File: src/rtl/rd_initiator.sv
// Read initiator: takes a burst command, issues one request per beat to an
// addr/data/rdy responder with a bounded wait, and streams each result out.
module rd_initiator #(
   parameter int ADDR = 22,
   parameter int DATA = 5,
   parameter int LEN  = 4,
   parameter int WAIT = 10
) (
   input  logic            clk,
   input  logic            rst,
   input  logic            cmd_valid,
   output logic            cmd_ready,
   input  logic [ADDR-1:0] cmd_addr,
   input  logic [LEN-1:0]  cmd_len,
   output logic            req,
   output logic [ADDR-1:0] addr,
   input  logic            rdy,
   input  logic [DATA-1:0] data,
   output logic            res_valid,
   input  logic            res_ready,
   output logic [DATA-1:0] res_data,
   output logic            res_err,
   output logic            busy,
   output logic            done,
   output logic [1:0]      dbg_state
);

   // Handshakes: a transfer happens on a rising edge where valid && ready;
   // the sender holds its payload stable until then, and ready never
   // depends combinationally on valid.

   localparam int WW = (WAIT <= 1) ? 1 : $clog2(WAIT);
   localparam logic [WW-1:0] WAIT_LAST = WW'((WAIT == 0) ? 0 : WAIT - 1);

   typedef enum logic [1:0] {
      IDLE = 2'd0,
      REQ  = 2'd1,
      OUT  = 2'd2
   } state_t;

   state_t          state, state_nx;
   logic [ADDR-1:0] cur_addr, cur_addr_nx;
   logic [LEN-1:0]  remaining, remaining_nx;
   logic [WW-1:0]   wait_cnt, wait_cnt_nx;
   logic [DATA-1:0] res_data_q, res_data_nx;
   logic            res_err_q, res_err_nx;
   logic            cmd_ready_q, cmd_ready_nx;
   logic            done_q, done_nx;

   always_ff @(posedge clk or negedge rst) begin
      if (!rst) begin
         state       <= IDLE;
         cur_addr    <= '0;
         remaining   <= '0;
         wait_cnt    <= '0;
         res_data_q  <= '0;
         res_err_q   <= 1'b0;
         cmd_ready_q <= 1'b0;
         done_q      <= 1'b0;
      end else begin
         state       <= state_nx;
         cur_addr    <= cur_addr_nx;
         remaining   <= remaining_nx;
         wait_cnt    <= wait_cnt_nx;
         res_data_q  <= res_data_nx;
         res_err_q   <= res_err_nx;
         cmd_ready_q <= cmd_ready_nx;
         done_q      <= done_nx;
      end
   end

   always_comb begin
      state_nx     = state;
      cur_addr_nx  = cur_addr;
      remaining_nx = remaining;
      wait_cnt_nx  = wait_cnt;
      res_data_nx  = res_data_q;
      res_err_nx   = res_err_q;
      done_nx      = 1'b0;

      case (state)
         IDLE: begin
            if (cmd_valid && cmd_ready_q) begin
               cur_addr_nx  = cmd_addr;
               remaining_nx = cmd_len;
               wait_cnt_nx  = '0;
               state_nx     = REQ;
            end
         end
         REQ: begin
            // Saturating count keeps WAIT=0 (no timeout) from wrapping.
            if (wait_cnt != {WW{1'b1}}) begin
               wait_cnt_nx = wait_cnt + 1'b1;
            end
            // A response on the final wait cycle still counts as success.
            if (rdy) begin
               res_data_nx = data;
               res_err_nx  = 1'b0;
               state_nx    = OUT;
            end else if ((WAIT != 0) && (wait_cnt == WAIT_LAST)) begin
               res_data_nx = '0;
               res_err_nx  = 1'b1;
               state_nx    = OUT;
            end
         end
         OUT: begin
            if (res_ready) begin
               if (res_err_q || (remaining == '0)) begin
                  state_nx = IDLE;
                  done_nx  = 1'b1;
               end else begin
                  cur_addr_nx  = cur_addr + 1'b1;
                  remaining_nx = remaining - 1'b1;
                  wait_cnt_nx  = '0;
                  state_nx     = REQ;
               end
            end
         end
         default: begin
            state_nx = IDLE;
         end
      endcase

      // Registered so it reads 0 during reset and rises one edge after release.
      cmd_ready_nx = (state_nx == IDLE);
   end

   assign cmd_ready = cmd_ready_q;
   assign req       = (state == REQ);
   assign addr      = cur_addr;
   assign res_valid = (state == OUT);
   assign res_data  = res_data_q;
   assign res_err   = res_err_q;
   assign busy      = (state != IDLE);
   assign done      = done_q;
   assign dbg_state = state;

endmodule

File: config.mk
export PLATFORM = sky130hd
export DESIGN_NAME = rd_initiator
export DESIGN_NICKNAME = d
export VERILOG_FILES = /design/src/rtl/rd_initiator.sv
export SDC_FILE = /design/constraint.sdc
export NUM_CORES = 1
export LEC_CHECK = 0
export BUFFER_PORTS_ARGS = -buffer_cell sky130_fd_sc_hd__buf_2
export CAP_MARGIN = 20
export CELL_PAD_IN_SITES_DETAIL_PLACEMENT = 0
export CELL_PAD_IN_SITES_GLOBAL_PLACEMENT = 1
export CORE_MARGIN = 2
export CORE_UTILIZATION = 41
export CTS_CLUSTER_DIAMETER = 80
export DETAILED_ROUTE_END_ITERATION = 10
export GPL_TIMING_DRIVEN = 0
export PLACE_DENSITY = 0.87
export SLEW_MARGIN = 20
export SYNTH_ARGS = -nofsm -noshare
export SYNTH_HDL_FRONTEND = slang
export SYNTH_SLANG_ARGS = --single-unit
export TNS_END_PERCENT = 1
File: constraint.sdc
create_clock -name clk -period 3.2 [get_ports clk]
set_input_delay 0 -clock clk [delete_from_list [all_inputs] [get_ports clk]]
set_output_delay 0 -clock clk [all_outputs]
set_load 0.03 [all_outputs]
[After elaboration in Yosys (flattened, before gate mapping)]
Index checks and enable logic that the tools add are counted.
Operators by class
  add/sub/neg operators: 3
  reduce and logical (&&, ||, !) cells: 12
  shifts and indexed selects: 0
  $lt $le $gt $ge: 0
  divide/modulo/power cells: 0
  mux-type cells: 26
  multiply operators: 0
  bitwise gates (word level): 0
  equal/unequal tests: 8
Operators with widths (count)
  two-way mux 22 bit: 3
  one-hot mux 22 bit (2 select lines): 1
  two-way mux 4 bit: 7
  adder 22 x 1 -> 22 bit, second input constant: 1
  one-hot mux 4 bit (3 select lines): 1
  two-way mux 5 bit: 2
  two-way mux 2 bit: 4
  one-hot mux 4 bit (2 select lines): 1
  two-way mux 1 bit: 6
  one-hot mux 2 bit (3 select lines): 1
  nonzero test 2 bit: 3
  AND reduction 5 bit: 1
  adder 4 x 1 -> 4 bit, second input constant: 1
  == test 4 bit, second input constant: 1
  logical NOT 2 bit: 2
  logical NOT 4 bit: 1
  inequality test 2 x 1 -> 1 bit, second input constant: 2
  inequality test 2 bit, second input constant: 2
  inequality test 4 bit, second input constant: 1
  AND reduction 4 bit: 1
  subtractor 4 x 1 -> 4 bit, second input constant: 1
  nonzero test 3 bit: 1
  == test 2 x 1 -> 1 bit, second input constant: 1
  == test 2 bit, second input constant: 1
  other kinds (3): 3
Word-level totals
  word-level logic and storage cells: 57
  bits in latches: 0
  bits of input ports: 36
  bits in registers: 40
  RAM bits: 0
  memories: 0
  bits in read-only memories: 0
  output and inout bits: 35

[Longest topological paths before layout]
Gate-level depths: netlist of run 1.
  word-level depth: 6
  mapped depth: 8
  gate-level depth less buffers: 6

[Least setup slack after synthesis of run 1]
Ideal clock, no wire load.
  path type: register to register
  start point: register cur_addr[0] (netlist: addr[0])
  end point: register cur_addr[18] (netlist: addr[18])
  arrival time: 1.855 ns
  period minus slack after synthesis: 1.950 ns
  cell stages (with the launch flop): 7
  slack: 1.250 ns
  cells stage by stage: dfrtp_1 > ha_1 > and3_1 > buf_2 > nand3_1 > o41a_1 > a311oi_2
On the way
  cells in the longest elaborated chain, start to end: 4
Ends and longest elaborated chain
  start, declared: line 42  | logic [ADDR-1:0] cur_addr, cur_addr_nx;
  start signal, assigned: line 62  | cur_addr <= cur_addr_nx;
  adder 22 x 1 -> 22 bit: line 112  | cur_addr_nx = cur_addr + 1'b1;
  two-way mux 22 bit: line 108  | if (res_err_q || (remaining == '0)) begin
  two-way mux 22 bit: line 107  | if (res_ready) begin
  one-hot mux 22 bit (2 select lines): line 81  | case (state)
Every way passes these cells. The select of a mux whose other input is x is not followed.
A chain may end at the register's enable or synchronous reset.

[Worst setup path after layout of run 1]
  start point: register remaining[0]
  end point: register remaining[2]
On the way
  cells in the longest elaborated chain, start to end: 4
  elaborated cells on any way between the ends: 8
Ends and longest elaborated chain
  start, declared: line 43  | logic [LEN-1:0] remaining, remaining_nx;
  start signal, assigned: line 63  | remaining <= remaining_nx;
  subtractor 4 x 1 -> 4 bit / logical NOT 4 bit (equally long branches): line 113, 108
  two-way mux 4 bit / logical OR 1 bit (equally long branches): line 108
  two-way mux 4 bit / inequality test 2 bit (equally long branches)
  one-hot mux 4 bit (2 select lines) / AND reduction 4 bit (equally long branches)
Parallel ways exist; a longest one is shown, timed or not. The select of a mux whose other input is x is not followed.

==> results_dict.tcl, run 1 <==
set metrics [dict create \
    outcome "finished clean" \
    cts_buffer_depth 2 \
    cp-start-kind "flop" \
    fin_setup_tns_ps 0 \
    power.net_switching_mw 1.63 \
    insertion_delay_ps 310 \
    clk_pin_slew_ps 90 \
    grt_pass1_vias 2234 \
    syn_avg_cell_area_um2 9.12 \
    fin_skew_ps 14.4 \
    num_rows 27 \
    synth_area_um2 2280 \
    grt_max_degree 41 \
    hp-class "in -> reg" \
    synth_edf_count 0 \
    antenna_found_initial 0 \
    utilization_pct 55.9 \
    yosysTopAreaCellShare_pct 43.9 \
    drive_gt1_share_pct 26.6 \
    dpl.hpwl_mm 4.69 \
    cts_resized 0 \
    p_int_mw 1.55 \
    first_pass_iters 4 \
    yosys_warnings 0 \
    drc_errors 0 \
    wl_mm 6.78 \
    wl_per_cell_um 16.1 \
    setup_viol 0 \
    fin_crit_ps 2100 \
    cts_max_level 2 \
    fmax_ghz 0.475 \
    coreArea_um2 5440 \
    fp.dieH_um 78.6 \
    syn_nets 290 \
    worstPathMaxFanout 10 \
    area_growth_pct 33.2 \
    yosysTopAreaCell "dfrtp_1" \
    grt_usage_pct 22.6 \
    gp_congestion 0.817 \
    root_buffer "clkbuf_8" \
    clkPwrFrac_pct 11.5 \
    finalNonFillerCells 422 \
    synthFlopType "dfrtp_1" \
    seqPwrFrac_pct 32.6 \
    cts_buffers 5 \
    ioPinCount 71 \
    crit_type "reg -> reg" \
    endpoint_kind "flop" \
    overflow 0 \
    die_area_um2 6180 \
    drtIter0Drc 210 \
    cts.sinks 40 \
    comb_power_share_pct 55.9 \
    period_share_pct 65.8 \
    syn_inst 250 \
    seq_area_frac_synth_pct 43.9 \
    avgViaCountPerCell 5.65 \
    hold_violations 0 \
    worst_pin_slew_ps 915 \
    yosysMostFrequentCell "dfrtp_1" \
    antenna_cells 0 \
    vdd.ir_drop.worst_mv 0.425 \
    synthDistinctLibCells 52 \
    switching_share_pct 51.3 \
    dp_cells 392 \
    synthArstFlopShare_pct 100 \
    maxSlewViolCount 0 \
    nets 389 \
    start_util_pct 41.9 \
    dieWidth_um 78.6 \
    grt_pass1_wl_mm 11.0 \
    powerDensity_nw_per_um2 1050 \
    cp.required_ps 3420 \
    leakage_nw 1.38 \
    ys_seq_elements 40 \
    vias 2386 \
    slew_headroom_pct 39.0 \
    io_buffers 70 \
    cts_tree "built" \
    synth.area.top_cells "dfrtp_1 44%, a21oi_1 3.7%, nand3_1 3.5%" \
    rsz0062_at_grt "no" \
    total_power_mw 3.18 \
    postCtsSetupRepairBufs 0 \
    yosys-top-cells-count "40 x dfrtp_1, 18 x nor2_1, 17 x a21oi_1, 16 x nand3_1, 15 x nor3_1" \
    maxCapViolCount 0 \
    ant_nets 0 \
    arrival_ps 2320 \
]
## layer usage
| metal | GRT usage (%) | part of all wire (%) | vias to the layer above |
|---|---|---|---|
| met4 | 4.56 | 0.88 | 0 |
| met3 | 4.25 | 6.3 | 6 |
| met1 | 29.0 | 45 | 1129 |
| met5 | 0 | 0 | - |
| met2 | 39.7 | 48 | 93 |
| li1 | - | - | 1158 |
## area by class of cell
| cell class | instances | area (um2) |
|---|---|---|
| fill | 530 | 2400 |
| multi-input combinational | 184 | 1160 |
| sequential | 40 | 1000 |
| timing repair buffer | 92 | 571 |
| tap | 72 | 90.1 |
| buffer | 17 | 83.8 |
| clock buffer | 6 | 82.6 |
| inverter | 9 | 33.8 |
| clock inverter | 2 | 15.0 |
## path summary, 6_finish.rpt
check                      depth (start not counted)  slack, ps                      from                        to
setup / recovery                                   8       1100  remaining[0]$_DFFE_PN0P_  remaining[2]$_DFFE_PN0P_
hold / removal                                     3          6              cmd_addr[10]      addr[10]$_DFFE_PN0P_
setup reg to reg                                   8       1100  remaining[0]$_DFFE_PN0P_  remaining[2]$_DFFE_PN0P_
hold reg to reg                                    1        510   res_data[0]$_DFFE_PN0P_   res_data[0]$_DFFE_PN0P_
max in group asynchronous                          2       2260                       rst      addr[19]$_DFFE_PN0P_
min in group asynchronous                          2        360                       rst       addr[7]$_DFFE_PN0P_
## cells in the final DEF, fill, tap and decap left out, types with 3 or more instances in the layout
cell type,count
a41o_1,3
and3_1,5
nor4_1,5
a211oi_1,7
a31oi_1,3
o21ai_0,12
dfrtp_1,40
buf_2,77
and4_1,6
o22ai_1,11
nor3_1,15
nand4_1,3
nand2_1,13
inv_1,9
ha_1,4
a21o_1,3
a22o_1,7
clkbuf_8,6
nand3_1,16
nor2_1,18
a21oi_1,17
clkbuf_1,7
dlygate4sd3_1,22
## critical path, stage by stage, from the launching register on
cell,delay (ps)
dfrtp_1,390
inv_1,100
ha_1,190
nor3b_2,330
o21a_1,210
buf_6,150
clkbuf_1,370
o21ai_0,180
o21ai_0,90
## cell families after synthesis
group	synth area share, %
compound gates	24.8
simple gates	23.5
fa+ha+maj	2.19
mux	0.439
flops	43.9
buf+inv	5.16
## power groups by stage
stage / registers (mW) / logic (mW) / clock network, mW
floorplan: 1.37 / 0.884 / 0
global placement: 1.03 / 1.72 / 0
detailed placement: 1.04 / 1.75 / 0
CTS: 1.03 / 1.78 / 0.375
global route: 1.08 / 1.93 / 0.395
finish: 1.04 / 1.78 / 0.366
## registers in the layout, indices dropped and copies added (netlist names)
register / flops
addr: 22
res_data: 5
done: 1
cmd_ready: 1
res_err: 1
dbg_state: 2
wait_cnt: 4
remaining: 4
## timing repair
action / CTS / global route
endpoints found under the hold margin: 63 / 0
setup endpoints to repair: 0 / 0
hold buffers: 22 / 0
## through the flow
| step | hold slack [ps] | instance area, um2 | worst slack (ps) |
|---|---|---|---|
| after floorplan | -296 | 2280 | 1250 |
| after global placement | 184 | 2720 | 1120 |
| final | 6.02 | 3040 | 1100 |
| after detailed placement | 188 | 2720 | 1130 |
| after CTS | 5.28 | 3040 | 1100 |
| after global routing | 24.0 | 3040 | 906 |
(Power assumes the default switching activity.)
==> run 2, diff against run 1 <==
Settings changed: CORE_UTILIZATION 41 to 34, PLACE_DENSITY 0.87 to 0.77.
Clock period 3.2 ns to 1.75 ns, I/O delays scaled along.
==> results_dict.tcl, run 2 (synthesized netlist as in run 1, its figures left out) <==
set metrics [dict create \
    routed-wl-met3_um 369 \
    hold_violations 0 \
    grt_usage_pct 19.6 \
    dr_wl_met2_mm 3.49 \
    layout_commonest_cell "buf_2" \
    outcome "complete, but fails checks" \
    leakage_nw 1.51 \
    largest_reg_flops 22 \
    cts_buffer_depth 2 \
    dieWidth_um 85.9 \
    ioPinCount 71 \
    antenna_cells 0 \
    pre_cts_ws_ps -310 \
    area_growth_pct 47.4 \
    start_util_pct 35.5 \
    fin_skew_ps 6.92 \
    cts_buffers 5 \
    nets 400 \
    maxSlewViolCount 0 \
    vias 2457 \
    cts_max_level 2 \
    first_pass_iters 4 \
    hold_path_depth 3 \
    period_share_pct 101 \
    final_cell_mix "75 x buf_2, 34 x dfrtp_1, 22 x dlygate4sd3_1" \
    maxCapViolCount 0 \
    total_power_mw 6.52 \
    endpoint_kind "flop" \
    seq_area_um2 1010 \
    slew_headroom_pct 39.0 \
    gp_congestion 0.864 \
    worstReg2RegEnd "addr[12]$_DFFE_PN0P_" \
    setup_ws_ps -11.8 \
    grt_pass1_wl_mm 11.4 \
    cp-start-kind "flop" \
    drc_errors 0 \
    grt_max_degree 41 \
    rsz0062_at_grt "yes" \
    fin_crit_ps 1760 \
    drive_gt1_share_pct 38.8 \
    cts.sinks 40 \
    antenna_found_initial 0 \
    min_to "addr[4]$_DFFE_PN0P_" \
    cp.required_ps 1940 \
    fp.dieH_um 85.9 \
    wl_mm 7.32 \
    ant_nets 0 \
    fin_setup_tns_ps -20.1 \
    grt_pass1_vias 2248 \
    worst_pin_slew_ps 915 \
    fill_cells 630 \
    arrival_ps 1950 \
    wl_per_cell_um 16.7 \
    avgViaCountPerCell 5.61 \
    violations "setup timing" \
    io_buffers 70 \
    ff2ff_path_depth 8 \
    highest_layer "met4" \
    worstPathMaxFanout 5 \
    dpl.hpwl_mm 4.81 \
    coreArea_um2 6420 \
    wl_met1_mm 3.36 \
    clk_pin_slew_ps 90 \
    min_from "cmd_addr[4]" \
    multi_input_area_um2 1330 \
    root_buffer "clkbuf_8" \
    crit_type "reg -> reg" \
    vdd.ir_drop.worst_mv 0.762 \
    powerDensity_nw_per_um2 1940 \
    drtIter0Drc 107 \
    hp-class "in -> reg" \
    reg2reg_from "remaining[0]$_DFFE_PN0P_" \
    num_rows 29 \
    setup_viol 3 \
    overflow 0 \
    insertion_delay_ps 310 \
    fmax_ghz 0.568 \
    die_area_um2 7380 \
    rrSetupSlack_ps -10 \
    cts_tree "built" \
]
## run 2: power breakdown
group	internal, mW	switching [mW]
clock	0.430	0.374
sequential	1.38	0.548
combinational	1.45	2.33
## run 2: worst max path at each step
stage	from	to	slack [ps]
after global placement	remaining[0]$_DFFE_PN0P_	remaining[2]$_DFFE_PN0P_	-310
final	remaining[0]$_DFFE_PN0P_	addr[12]$_DFFE_PN0P_	-10
after detailed placement	remaining[0]$_DFFE_PN0P_	remaining[2]$_DFFE_PN0P_	-310
after floorplan	addr[0]$_DFFE_PN0P_	addr[18]$_DFFE_PN0P_	6
after CTS	remaining[0]$_DFFE_PN0P_	addr[8]$_DFFE_PN0P_	-20
after global routing	remaining[0]$_DFFE_PN0P_	addr[8]$_DFFE_PN0P_	-100
## run 2: critical path, cell delays in order, from the launching register on
cell,delay [ps]
dfrtp_1,360
inv_2,60
ha_4,150
nor3b_4,170
o21a_1,230
buf_6,150
buf_6,110
o31ai_1,300
a21oi_1,110
## run 2: layout make-up
type / count / area share (%)
repair buffers: 103 / 19.6
plain buffers: 17 / 3.54
well taps: 77 / 2.87
flip-flops and latches: 40 / 30.0
multi-input cells: 184 / 39.6
inverters: 9 / 1.00
clock inverters: 3 / 1.41
clock buffers: 5 / 2.05
## run 2: metal layers
layer / up-vias / GRT usage [%]
li1: 1181 / -
met1: 1192 / 27.0
met2: 72 / 31.4
met3: 12 / 3.56
met4: 0 / 6.06
met5: - / 0
## run 2: repair_timing
item | 4_1_cts | 5_1_grt
gates cloned | 0 | 1
hold buffers | 22 | 0
endpoints found under the hold margin | 62 | 0
pin swaps | 2 | 8
gates resized for setup | 15 | 37
endpoints found under the setup margin | 34 | 39
setup buffers | 0 | 10
## run 2: per-stage QoR
step	hold slack (ps)	util (%)	cell area, um2	std cells
2_1_floorplan	-296	-	2310	250
3_3_place_gp	202	42.9	2760	397
3_5_place_dp	196	42.9	2760	397
4_1_cts	1.13	49.2	3160	427
5_1_grt	19.2	52.3	3360	438
6_report	2.58	52.3	3360	438
==> run 3, diff against run 2 <==
Settings changed: CORE_UTILIZATION 34 to 38, PLACE_DENSITY 0.77 to default, PLACE_DENSITY_LB_ADDON from default to 0.15.
Clock period 1.75 ns to 1.68 ns, I/O delays scaled along.
==> results_dict.tcl, run 3 (synthesized netlist as in run 1, its figures left out) <==
set metrics [dict create \
    wl_mm 7.22 \
    fin_setup_tns_ps -157 \
    ant_nets 0 \
    start_util_pct 39.0 \
    largest_reg_flops 22 \
    drtIter0Drc 219 \
    io_buffers 70 \
    violations "setup timing" \
    arrival_ps 1950 \
    dpl.hpwl_mm 4.84 \
    root_buffer "clkbuf_8" \
    nets 394 \
    grt_usage_pct 21.7 \
    overflow 0 \
    slew_headroom_pct 38.1 \
    endpoint_kind "flop" \
    grt_max_degree 41 \
    dieWidth_um 81.5 \
    setup_viol 4 \
    gp_congestion 0.787 \
    ioPinCount 71 \
    fmax_ghz 0.573 \
    insertion_delay_ps 300 \
    min_to "addr[6]$_DFFE_PN0P_" \
    rrSetupSlack_ps -70 \
    worstReg2RegEnd "addr[18]$_DFFE_PN0P_" \
    setup_ws_ps -66.7 \
    maxCapViolCount 0 \
    crit_type "reg -> reg" \
    hold_violations 0 \
    reg2reg_from "remaining[1]$_DFFE_PN0P_" \
    hold_path_depth 3 \
    fin_skew_ps 4.86 \
    worst_pin_slew_ps 929 \
    period_share_pct 104 \
    wl_per_cell_um 16.8 \
    fp.dieH_um 81.5 \
    first_pass_iters 4 \
    maxSlewViolCount 0 \
    area_growth_pct 46.5 \
    rsz0062_at_grt "yes" \
    fin_crit_ps 1750 \
    cts_buffer_depth 2 \
    die_area_um2 6640 \
    cts_buffers 5 \
    drc_errors 0 \
    final_cell_mix "71 x buf_2, 32 x dfrtp_1, 20 x dlygate4sd3_1" \
    pre_cts_ws_ps -379 \
    total_power_mw 6.81 \
    antenna_found_initial 0 \
    clk_pin_slew_ps 80 \
    min_from "cmd_addr[6]" \
    cp-start-kind "flop" \
    grt_pass1_vias 2121 \
    hp-class "in -> reg" \
    cts.sinks 40 \
    antenna_cells 0 \
    coreArea_um2 5850 \
    leakage_nw 1.48 \
    layout_commonest_cell "buf_2" \
    drive_gt1_share_pct 40.3 \
    outcome "complete, but fails checks" \
    cts_tree "built" \
    avgViaCountPerCell 5.57 \
    grt_pass1_wl_mm 10.9 \
    powerDensity_nw_per_um2 2040 \
    cts_max_level 2 \
    vdd.ir_drop.worst_mv 0.916 \
    cp.required_ps 1890 \
    ff2ff_path_depth 7 \
    vias 2393 \
    worstPathMaxFanout 5 \
    num_rows 28 \
]
-- run 3: stage by stage --
stage	hold slack, ps	cells	instance area (um2)	util, %
final	9.26	430	3340	57.1
after global routing	8.33	430	3340	57.1
after CTS	1.99	423	3160	54.0
after detailed placement	191	395	2770	47.4
after global placement	202	395	2770	47.4
after floorplan	-296	250	2330	-
-- run 3: layout make-up --
class | count | area [um2]
timing repair buffer | 98 | 632
clock inverter | 3 | 42.5
buffer | 16 | 128
fill | 538 | 2510
inverter | 9 | 33.8
multi-input combinational | 184 | 1330
sequential | 40 | 1010
clock buffer | 5 | 68.8
tap | 75 | 93.8
-- run 3: worst max-delay path, stage by stage (launching register included) --
cell	delay, ps
dfrtp_1	380
inv_2	50
ha_4	160
nor3b_4	160
o21a_1	240
buf_6	150
o41a_1	320
a311oi_2	180
-- run 3: how the worst max path moves through the flow --
stage / start / endpoint / slack (ps) / depth (start not counted)
finish: remaining[1]$_DFFE_PN0P_ / addr[18]$_DFFE_PN0P_ / -70 / 7
global route: remaining[0]$_DFFE_PN0P_ / addr[18]$_DFFE_PN0P_ / -130 / 7
CTS: addr[0]$_DFFE_PN0P_ / addr[18]$_DFFE_PN0P_ / -50 / 6
detailed placement: remaining[0]$_DFFE_PN0P_ / addr[0]$_DFFE_PN0P_ / -380 / 8
global placement: remaining[0]$_DFFE_PN0P_ / remaining[2]$_DFFE_PN0P_ / -370 / 8
floorplan: addr[0]$_DFFE_PN0P_ / addr[18]$_DFFE_PN0P_ / -20 / 6
-- run 3: power by group --
part	switching (mW)	leakage, nW	internal (mW)
clock network	0.360	0.0541	0.440
logic	2.42	0.959	1.57
registers	0.577	0.471	1.45
-- run 3: metal layers --
| metal | global-route usage [%] | up-vias | wire length (um) |
|---|---|---|---|
| li1 | - | 1167 | - |
| met3 | 3.74 | 5 | 474 |
| met5 | 0 | - | 0 |
| met1 | 31.1 | 1136 | 3210 |
| met2 | 34.6 | 85 | 3470 |
| met4 | 4.58 | 0 | 63 |
-- run 3: repair_timing --
| action | in CTS | in global routing |
|---|---|---|
| cloned | 0 | 2 |
| hold buffers | 19 | 1 |
| hold endpoints to repair | 59 | 1 |
| endpoints found under the setup margin | 40 | 39 |
| gates resized for setup | 22 | 36 |
| buffers inserted | 2 | 4 |
| pin swaps | 3 | 18 |
